**config.mk**
```make
export PLATFORM = sky130hd
export DESIGN_NAME = snr_window_accumulator_flat
export DESIGN_NICKNAME = d
export VERILOG_FILES = /design/src/rtl/snr_window_accumulator_if.sv /design/src/rtl/snr_window_accumulator.sv /design/src/flat_wrapper.sv
export SDC_FILE = /design/constraint.sdc
export NUM_CORES = 2
export LEC_CHECK = 0
export CORE_AREA = 2 2 277 279
export CTS_CLUSTER_DIAMETER = 150
export DETAILED_ROUTE_END_ITERATION = 6
export DIE_AREA = 0 0 279 281
export PLACE_DENSITY = 0.7
export SYNTH_ARGS = -nofsm -noshare
export SYNTH_HDL_FRONTEND = slang
export SYNTH_SLANG_ARGS = --single-unit
export TNS_END_PERCENT = 10
```
**constraint.sdc**
```tcl
create_clock -name clk -period 9.3 [get_ports clk]
set_input_delay 1.86 -clock clk [delete_from_list [all_inputs] [get_ports clk]]
set_output_delay 1.86 -clock clk [all_outputs]
set_load 0.01 [all_outputs]
```
**src/rtl/snr_window_accumulator_if.sv**
```systemverilog
// Sample/result bundle between the SNR window accumulator and whatever drives it.
// No latency: plain wires grouped so the measurement block can be dropped in beside a filter.
// No backpressure: samples are taken whenever in_valid is high; optional peak_err needs PEAK_ERR_EN.
interface snr_window_accumulator_if #(
    parameter int DATA_WIDTH = 16,
    parameter int DUT_WIDTH  = 32,
    parameter int ACC_WIDTH  = 48
);
    logic                         start;
    logic                         in_valid;
    logic signed [DATA_WIDTH-1:0] ref_in;
    logic signed [DUT_WIDTH-1:0]  dut_in;
    logic                         busy;
    logic                         done;
    logic [ACC_WIDTH-1:0]         sig_pow;
    logic [ACC_WIDTH-1:0]         err_pow;
    logic                         overflow;
`ifdef PEAK_ERR_EN
    logic [DATA_WIDTH:0]          peak_err;
`endif

    modport master (
        output start, in_valid, ref_in, dut_in,
        input  busy, done, sig_pow, err_pow, overflow
`ifdef PEAK_ERR_EN
        , input peak_err
`endif
    );

    modport slave (
        input  start, in_valid, ref_in, dut_in,
        output busy, done, sig_pow, err_pow, overflow
`ifdef PEAK_ERR_EN
        , output peak_err
`endif
    );
endinterface

```
**src/rtl/snr_window_accumulator.sv**
```systemverilog
// Accumulates ref^2 and (dut_scaled - delayed ref)^2 over 2^LOG2_WINDOW valid samples; PEAK_ERR_EN adds peak |err|.
// Latency: done pulses 2 cycles after the last counted valid sample; results update with done.
// No backpressure: every in_valid sample is consumed; gaps only stall counting, start ignored unless idle.
module snr_window_accumulator #(
    parameter int DATA_WIDTH  = 16,
    parameter int DUT_WIDTH   = 32,
    parameter int DUT_FRAC    = 15,
    parameter int ALIGN_DELAY = 4,
    parameter int LOG2_WINDOW = 10,
    parameter int ACC_WIDTH   = 48
) (
    input  logic                   clk,
    input  logic                   rst,
    snr_window_accumulator_if.slave bus
);
    localparam int DS_W     = DATA_WIDTH + 1;
    localparam int ERR_W    = DATA_WIDTH + 2;
    localparam int SIG_SQ_W = 2 * DATA_WIDTH;
    localparam int ERR_SQ_W = 2 * ERR_W;
    // Wide enough that acc + square never wraps before the saturation test.
    localparam int SUM_W    = ACC_WIDTH + ERR_SQ_W + 1;
    localparam int WIN      = 1 << LOG2_WINDOW;
    localparam int CNT_W    = (LOG2_WINDOW + 1 > 7) ? LOG2_WINDOW + 1 : 7;
    localparam int DL_D     = (ALIGN_DELAY > 0) ? ALIGN_DELAY : 1;

    localparam logic [ACC_WIDTH-1:0] ACC_MAX = {ACC_WIDTH{1'b1}};
    localparam logic signed [DUT_WIDTH-1:0] DS_MAX = {{(DUT_WIDTH-DS_W+1){1'b0}}, {(DS_W-1){1'b1}}};
    localparam logic signed [DUT_WIDTH-1:0] DS_MIN = {{(DUT_WIDTH-DS_W+1){1'b1}}, {(DS_W-1){1'b0}}};

    typedef enum logic [1:0] {IDLE, FILL, ACCUM, DONE} state_t;

    state_t                       state_q, state_d;
    logic [CNT_W-1:0]             cnt_q;
    logic signed [DATA_WIDTH-1:0] dline_q [DL_D];
    logic signed [DATA_WIDTH-1:0] ref_d;
    logic signed [DUT_WIDTH-1:0]  dut_sh;
    logic signed [DS_W-1:0]       dut_s;
    logic signed [ERR_W-1:0]      err;
    logic signed [SIG_SQ_W-1:0]   sig_prod;
    logic signed [ERR_SQ_W-1:0]   err_prod;
    logic                         start_ok;
    logic                         count_acc;
    logic                         sq_vld, sq_last;
    logic [SIG_SQ_W-1:0]          sig_sq_q;
    logic [ERR_SQ_W-1:0]          err_sq_q;
    logic [ACC_WIDTH-1:0]         sig_acc_q, err_acc_q;
    logic                         ovf_q;
    logic [ACC_WIDTH:0]           sig_add, err_add;
    logic [ACC_WIDTH-1:0]         sig_pow_q, err_pow_q;
    logic                         overflow_q;

    // Saturating add; the top bit of the result flags that saturation happened.
    function automatic logic [ACC_WIDTH:0] sat_add(input logic [ACC_WIDTH-1:0] a,
                                                   input logic [ERR_SQ_W-1:0]  b);
        logic [SUM_W-1:0] s;
        s = SUM_W'(a) + SUM_W'(b);
        if (s > SUM_W'(ACC_MAX))
            return {1'b1, ACC_MAX};
        return {1'b0, s[ACC_WIDTH-1:0]};
    endfunction

    assign start_ok  = (state_q == IDLE) && bus.start;
    assign count_acc = (state_q == ACCUM) && bus.in_valid && (cnt_q < CNT_W'(WIN));

    // Reference delay line shifts on every valid sample regardless of measurement state.
    always_ff @(posedge clk or negedge rst) begin
        if (!rst) begin
            for (int i = 0; i < DL_D; i++) dline_q[i] <= '0;
        end else if (bus.in_valid) begin
            dline_q[0] <= bus.ref_in;
            for (int i = 1; i < DL_D; i++) dline_q[i] <= dline_q[i-1];
        end
    end

    generate
        if (ALIGN_DELAY == 0) begin : g_nodelay
            assign ref_d = bus.ref_in;
        end else begin : g_delay
            assign ref_d = dline_q[ALIGN_DELAY-1];
        end
    endgenerate

    // Rescale filter output to reference units, clamp, and form the error term.
    always_comb begin
        dut_sh = bus.dut_in >>> DUT_FRAC;
        if (dut_sh > DS_MAX)
            dut_s = {1'b0, {(DS_W-1){1'b1}}};
        else if (dut_sh < DS_MIN)
            dut_s = {1'b1, {(DS_W-1){1'b0}}};
        else
            dut_s = dut_sh[DS_W-1:0];
        err      = $signed({dut_s[DS_W-1], dut_s}) - $signed({{2{ref_d[DATA_WIDTH-1]}}, ref_d});
        sig_prod = SIG_SQ_W'(ref_d) * SIG_SQ_W'(ref_d);
        err_prod = ERR_SQ_W'(err) * ERR_SQ_W'(err);
    end

    // State register.
    always_ff @(posedge clk or negedge rst) begin
        if (!rst) state_q <= IDLE;
        else      state_q <= state_d;
    end

    // Next state: FILL absorbs the alignment delay, ACCUM ends once the last square is being summed.
    always_comb begin
        state_d = state_q;
        case (state_q)
            IDLE:  if (bus.start) state_d = (ALIGN_DELAY == 0) ? ACCUM : FILL;
            FILL:  if (bus.in_valid && cnt_q == CNT_W'(ALIGN_DELAY - 1)) state_d = ACCUM;
            ACCUM: if (sq_vld && sq_last) state_d = DONE;
            DONE:  state_d = IDLE;
            default: state_d = IDLE;
        endcase
    end

    // Valid-sample counter, reused for FILL and ACCUM; it parks at WIN once the window is full.
    always_ff @(posedge clk or negedge rst) begin
        if (!rst)
            cnt_q <= '0;
        else if (start_ok)
            cnt_q <= '0;
        else if (state_q == FILL && bus.in_valid)
            cnt_q <= (cnt_q == CNT_W'(ALIGN_DELAY - 1)) ? '0 : cnt_q + 1'b1;
        else if (count_acc)
            cnt_q <= cnt_q + 1'b1;
    end

    // First pipeline stage: register squares of counted samples.
    always_ff @(posedge clk or negedge rst) begin
        if (!rst) begin
            sq_vld   <= 1'b0;
            sq_last  <= 1'b0;
            sig_sq_q <= '0;
            err_sq_q <= '0;
        end else begin
            sq_vld  <= count_acc;
            sq_last <= count_acc && (cnt_q == CNT_W'(WIN - 1));
            if (count_acc) begin
                sig_sq_q <= sig_prod;
                err_sq_q <= err_prod;
            end
        end
    end

    always_comb begin
        sig_add = sat_add(sig_acc_q, ERR_SQ_W'(sig_sq_q));
        err_add = sat_add(err_acc_q, err_sq_q);
    end

    // Second stage: saturating accumulation, cleared by an accepted start.
    always_ff @(posedge clk or negedge rst) begin
        if (!rst) begin
            sig_acc_q <= '0;
            err_acc_q <= '0;
            ovf_q     <= 1'b0;
        end else if (start_ok) begin
            sig_acc_q <= '0;
            err_acc_q <= '0;
            ovf_q     <= 1'b0;
        end else if (sq_vld) begin
            sig_acc_q <= sig_add[ACC_WIDTH-1:0];
            err_acc_q <= err_add[ACC_WIDTH-1:0];
            ovf_q     <= ovf_q | sig_add[ACC_WIDTH] | err_add[ACC_WIDTH];
        end
    end

    // Result registers load alongside the final accumulate so they are valid while done is high.
    always_ff @(posedge clk or negedge rst) begin
        if (!rst) begin
            sig_pow_q  <= '0;
            err_pow_q  <= '0;
            overflow_q <= 1'b0;
        end else if (start_ok) begin
            overflow_q <= 1'b0;
        end else if (sq_vld && sq_last) begin
            sig_pow_q  <= sig_add[ACC_WIDTH-1:0];
            err_pow_q  <= err_add[ACC_WIDTH-1:0];
            overflow_q <= ovf_q | sig_add[ACC_WIDTH] | err_add[ACC_WIDTH];
        end
    end

    assign bus.busy     = (state_q == FILL) || (state_q == ACCUM);
    assign bus.done     = (state_q == DONE);
    assign bus.sig_pow  = sig_pow_q;
    assign bus.err_pow  = err_pow_q;
    assign bus.overflow = overflow_q;

`ifdef PEAK_ERR_EN
    logic [ERR_W-1:0]      err_abs;
    logic [DATA_WIDTH:0]   err_abs_sat, abs_q, peak_acc_q, peak_next, peak_err_q;

    always_comb begin
        err_abs     = err[ERR_W-1] ? -err : err;
        err_abs_sat = err_abs[ERR_W-1] ? {(DATA_WIDTH+1){1'b1}} : err_abs[DATA_WIDTH:0];
        peak_next   = (abs_q > peak_acc_q) ? abs_q : peak_acc_q;
    end

    // Track the running peak |err| of counted samples; publish it with done.
    always_ff @(posedge clk or negedge rst) begin
        if (!rst) begin
            abs_q      <= '0;
            peak_acc_q <= '0;
            peak_err_q <= '0;
        end else begin
            if (count_acc) abs_q <= err_abs_sat;
            if (start_ok)
                peak_acc_q <= '0;
            else if (sq_vld)
                peak_acc_q <= peak_next;
            if (sq_vld && sq_last) peak_err_q <= peak_next;
        end
    end

    assign bus.peak_err = peak_err_q;
`endif
endmodule

```
**src/flat_wrapper.sv**
```systemverilog
// flat-port wrapper written by rule: the top's interface ports become plain ports
module snr_window_accumulator_flat 
#(
    parameter int DATA_WIDTH  = 16,
    parameter int DUT_WIDTH   = 32,
    parameter int DUT_FRAC    = 15,
    parameter int ALIGN_DELAY = 4,
    parameter int LOG2_WINDOW = 10,
    parameter int ACC_WIDTH   = 48
)
  (clk, rst, bus_start, bus_in_valid, bus_ref_in, bus_dut_in, bus_busy, bus_done, bus_sig_pow, bus_err_pow, bus_overflow);
  snr_window_accumulator_if #(.DATA_WIDTH(DATA_WIDTH), .DUT_WIDTH(DUT_WIDTH), .ACC_WIDTH(ACC_WIDTH)) bus_i ();
  input  logic clk;
  input  logic rst;
  input wire logic [$bits(bus_i.start)-1:0] bus_start;
  input wire logic [$bits(bus_i.in_valid)-1:0] bus_in_valid;
  input wire logic [$bits(bus_i.ref_in)-1:0] bus_ref_in;
  input wire logic [$bits(bus_i.dut_in)-1:0] bus_dut_in;
  output wire logic [$bits(bus_i.busy)-1:0] bus_busy;
  output wire logic [$bits(bus_i.done)-1:0] bus_done;
  output wire logic [$bits(bus_i.sig_pow)-1:0] bus_sig_pow;
  output wire logic [$bits(bus_i.err_pow)-1:0] bus_err_pow;
  output wire logic [$bits(bus_i.overflow)-1:0] bus_overflow;
  assign bus_i.start = bus_start;
  assign bus_i.in_valid = bus_in_valid;
  assign bus_i.ref_in = bus_ref_in;
  assign bus_i.dut_in = bus_dut_in;
  assign bus_busy = bus_i.busy;
  assign bus_done = bus_i.done;
  assign bus_sig_pow = bus_i.sig_pow;
  assign bus_err_pow = bus_i.err_pow;
  assign bus_overflow = bus_i.overflow;
  snr_window_accumulator #(.DATA_WIDTH(DATA_WIDTH), .DUT_WIDTH(DUT_WIDTH), .DUT_FRAC(DUT_FRAC), .ALIGN_DELAY(ALIGN_DELAY), .LOG2_WINDOW(LOG2_WINDOW), .ACC_WIDTH(ACC_WIDTH)) u_core (.clk(clk), .rst(rst), .bus(bus_i));
endmodule
```
==> impl_metrics.py <==
metrics = {
    "setup_path": {
        "endpoint": "u_core.err_sq_q[28]",
        "startpoint": "bus_dut_in[16]",
        "critical_path_required_ns": 9.71,
        "critical_path_class": "primary input to register",
        "cp_slowest_cell": "fa_1",
        "timing.rr.end": "u_core.err_sq_q[28]",
        "startpoint_type": "primary input",
        "arrival_ns": 9.74,
        "ff2ff_path_depth": 34,
        "crit_path_end_kind": "register",
        "r2r_slack_ns": 1.00,
        "crit_path_frequent_cell": "fa_1",
        "cp_max_fo": 5,
        "r2r-start": "u_core.ref_d[2]",
        "cpPeakStageDelay_ns": 0.58,
    },
    "yosys": {
        "synth_edf_count": 0,
        "async_flop_share_pct": 100,
        "synth_cell_types": 89,
        "synthCells": 4056,
        "synth_most_common_cell": "inv_1",
        "synth_area_leaders": "fa_1, dfrtp_1, ha_1",
        "synth_top_area_share_pct": 28.8,
        "synthTopCellsByCount": "inv_1, fa_1, nand2_1, dfrtp_1, nor2_1",
        "ys_seq_elements": 339,
        "avgSynthCellArea_um2": 9.23,
        "synth-seq-area-share_pct": 22.7,
        "syn_area_mm2": 0.0374,
        "syn_nets": 4922,
        "ys_warn_count": 0,
        "synth_area_leader_cell": "fa_1",
        "synth-main-ff-cell": "dfrtp_1",
    },
    "die": {
        "ioPinCount": 151,
        "dieArea_mm2": 0.0784,
        "coreArea_mm2": 0.0754,
        "rows": 101,
        "die_w_um": 279,
        "initial_core_util_pct": 49.6,
        "fp.dieH_um": 281,
    },
    "grt": {
        "antenna_found_initial": 0,
        "grt_max_degree": 94,
        "grt_pass1_wl_mm": 149,
        "grt_pass1_vias": 29157,
        "grt-ovfl-total": 0,
        "track_usage_pct": 23.5,
    },
    "clock_tree": {
        "clkTransAtPathRegs_ns": 0.06,
        "postCtsHoldBufs": 0,
        "clock_path_buffers": 3,
        "clk_latency_ns": 0.57,
        "numCtsBuffers": 37,
        "htreeDepth": 2,
        "cts_tree": "built",
        "clock-sinks": 339,
        "cts-root-buf": "clkbuf_16",
    },
    "sta": {
        "slew_headroom_pct": 36.5,
        "rsz0062_at_grt": "true",
        "hold_slack_ns": 0.474,
        "hold_viol": 0,
        "period_share_pct": 100,
        "worstMarginPinSlew_ns": 0.952,
        "min_period_ns": 9.32,
        "clock_skew_ns": 0.0194,
        "drv_slew": 0,
        "setup-violations-final": 1,
        "fmax_mhz": 107,
        "layout_setup_ws_ns": -0.0230,
    },
    "outcome": {
        "status": "complete, but fails checks",
        "violations": "negative setup slack",
    },
    "job": {
        "drv_cap": 0,
    },
    "final_layout": {
        "synthToLayoutAreaGrowth_pct": 15.5,
        "diodes": 0,
        "drive_above_1_share_pct": 11.8,
        "fin_util_pct": 57.3,
        "fin_nets": 5219,
    },
    "placed_design": {
        "port_buffers": 135,
        "place_congestion": 0.912,
        "place_hpwl_mm": 70.6,
    },
    "drt": {
        "wire_per_inst_um": 16.5,
        "drc": 0,
        "viasPerCell": 5.23,
        "routed_wl_mm": 88.3,
        "num_vias": 28027,
        "drtIter0Drc": 1832,
        "dr.pass1.iters": 5,
        "ant_nets": 0,
    },
    "worst_hold_path": {
        "hp-class": "register to register",
    },
}
[cells in the final DEF (no fill, tap or decap), types with 11 or more instances in the layout]
master	netlist	final
xnor2_1	104	103
buf_4	3	269
o21bai_1	20	20
inv_2	2	14
o31ai_1	12	12
a21oi_1	169	163
ha_1	276	261
nor4_1	12	12
mux2_2	50	49
and2_1	33	32
ha_4	0	12
a31oi_1	35	34
nor2_1	339	330
nand2b_1	38	36
xor2_1	78	75
o21a_1	16	16
and3_1	23	21
nand2_1	445	436
clkbuf_16	0	38
o22a_1	11	11
dfrtp_1	339	338
clkdlybuf4s50_1	0	128
nor3_1	33	32
nand4_1	22	22
nand3_1	39	37
o21ai_0	238	236
inv_1	735	722
clkinv_1	12	11
a21o_1	58	58
fa_1	538	530
a211oi_1	62	59
[sequential cells by signal (all words and copies together) (netlist names)]
name / flops
u_core.cnt_q: 11
u_core.sig_acc_q: 48
u_core.sq_last: 1
u_core.bus.err_pow: 48
u_core.state_q: 2
u_core.bus.overflow: 1
u_core.sq_vld: 1
u_core.err_sq_q: 35
u_core.ovf_q: 1
u_core.sig_sq_q: 31
u_core.ref_d: 16
u_core.err_acc_q: 48
u_core.dline_q: 48
u_core.bus.sig_pow: 48
[worst max-delay path: cells and delay by family]
kind | cells | cell delay [ns]
multiplexers | 1 | 0.31
AND/OR/NAND/NOR | 7 | 0.83
buffers and inverters | 9 | 0.98
AO/OA/AOI/OAI | 8 | 1.96
XOR/XNOR | 1 | 0.17
adder cells (fa/ha/maj) | 8 | 3.59
[layer usage]
metal  share of wire (%)  up-vias  track usage (%)
li1                    -    13544                -
met1                  47    13751             33.2
met2                  45      621             37.6
met3                 5.3      111             3.71
met4                 2.4        0             6.29
met5                   0        -                0
[how the worst min path moves through the flow]
| stage | from | end | slack (ns) | cells past startpoint |
|---|---|---|---|---|
| after floorplan | u_core.dline_q[26] | u_core.ref_d[10] | 0.45 | 2 |
| after global placement | u_core.dline_q[30] | u_core.ref_d[14] | 0.46 | 2 |
| after detailed placement | u_core.dline_q[29] | u_core.ref_d[13] | 0.47 | 2 |
| after CTS | u_core.dline_q[29] | u_core.ref_d[13] | 0.48 | 2 |
| after global routing | u_core.bus.sig_pow[36] | u_core.bus.sig_pow[36] | 0.50 | 2 |
| final | u_core.dline_q[29] | u_core.ref_d[13] | 0.47 | 2 |
[per-stage QoR]
stage,area [µm²],setup WS [ns],TNS [ns],instances
5_1_grt,43300,-0.326,-2.77,5360
2_1_floorplan,37700,-0.0184,-0.0248,4056
3_3_place_gp,41600,-0.913,-11.12,5264
6_report,43300,-0.0230,-0.0230,5360
3_5_place_dp,41600,-0.989,-12.27,5264
4_1_cts,43200,0.0158,0,5359
[repair_timing]
item / 4_1_cts / 5_1_grt
buffers inserted: 27 / 1
gates resized for setup: 43 / 18
pin swaps: 62 / 11
cloned: 0 / 0
endpoints found under the setup margin: 12 / 15
[logic make-up after synthesis]
family / synth area share, %
buf+inv: 9.23
flops: 22.7
compound gates: 12.2
simple gates: 11.9
mux: 1.77
xor+xnor: 4.26
fa+ha+maj: 38.0
[layout make-up]
type / count / area [µm²]
fill: 6585 / 32200
multi-input combinational: 2810 / 25900
clock inverter: 16 / 169
clock buffer: 52 / 1070
sequential: 339 / 8490
inverter: 749 / 2820
tap: 978 / 1220
timing repair buffer: 416 / 3560
Power is left out: the tool's default activity adds up to more than one toggle a clock period on the data nets, which glitch-free logic cannot reach.
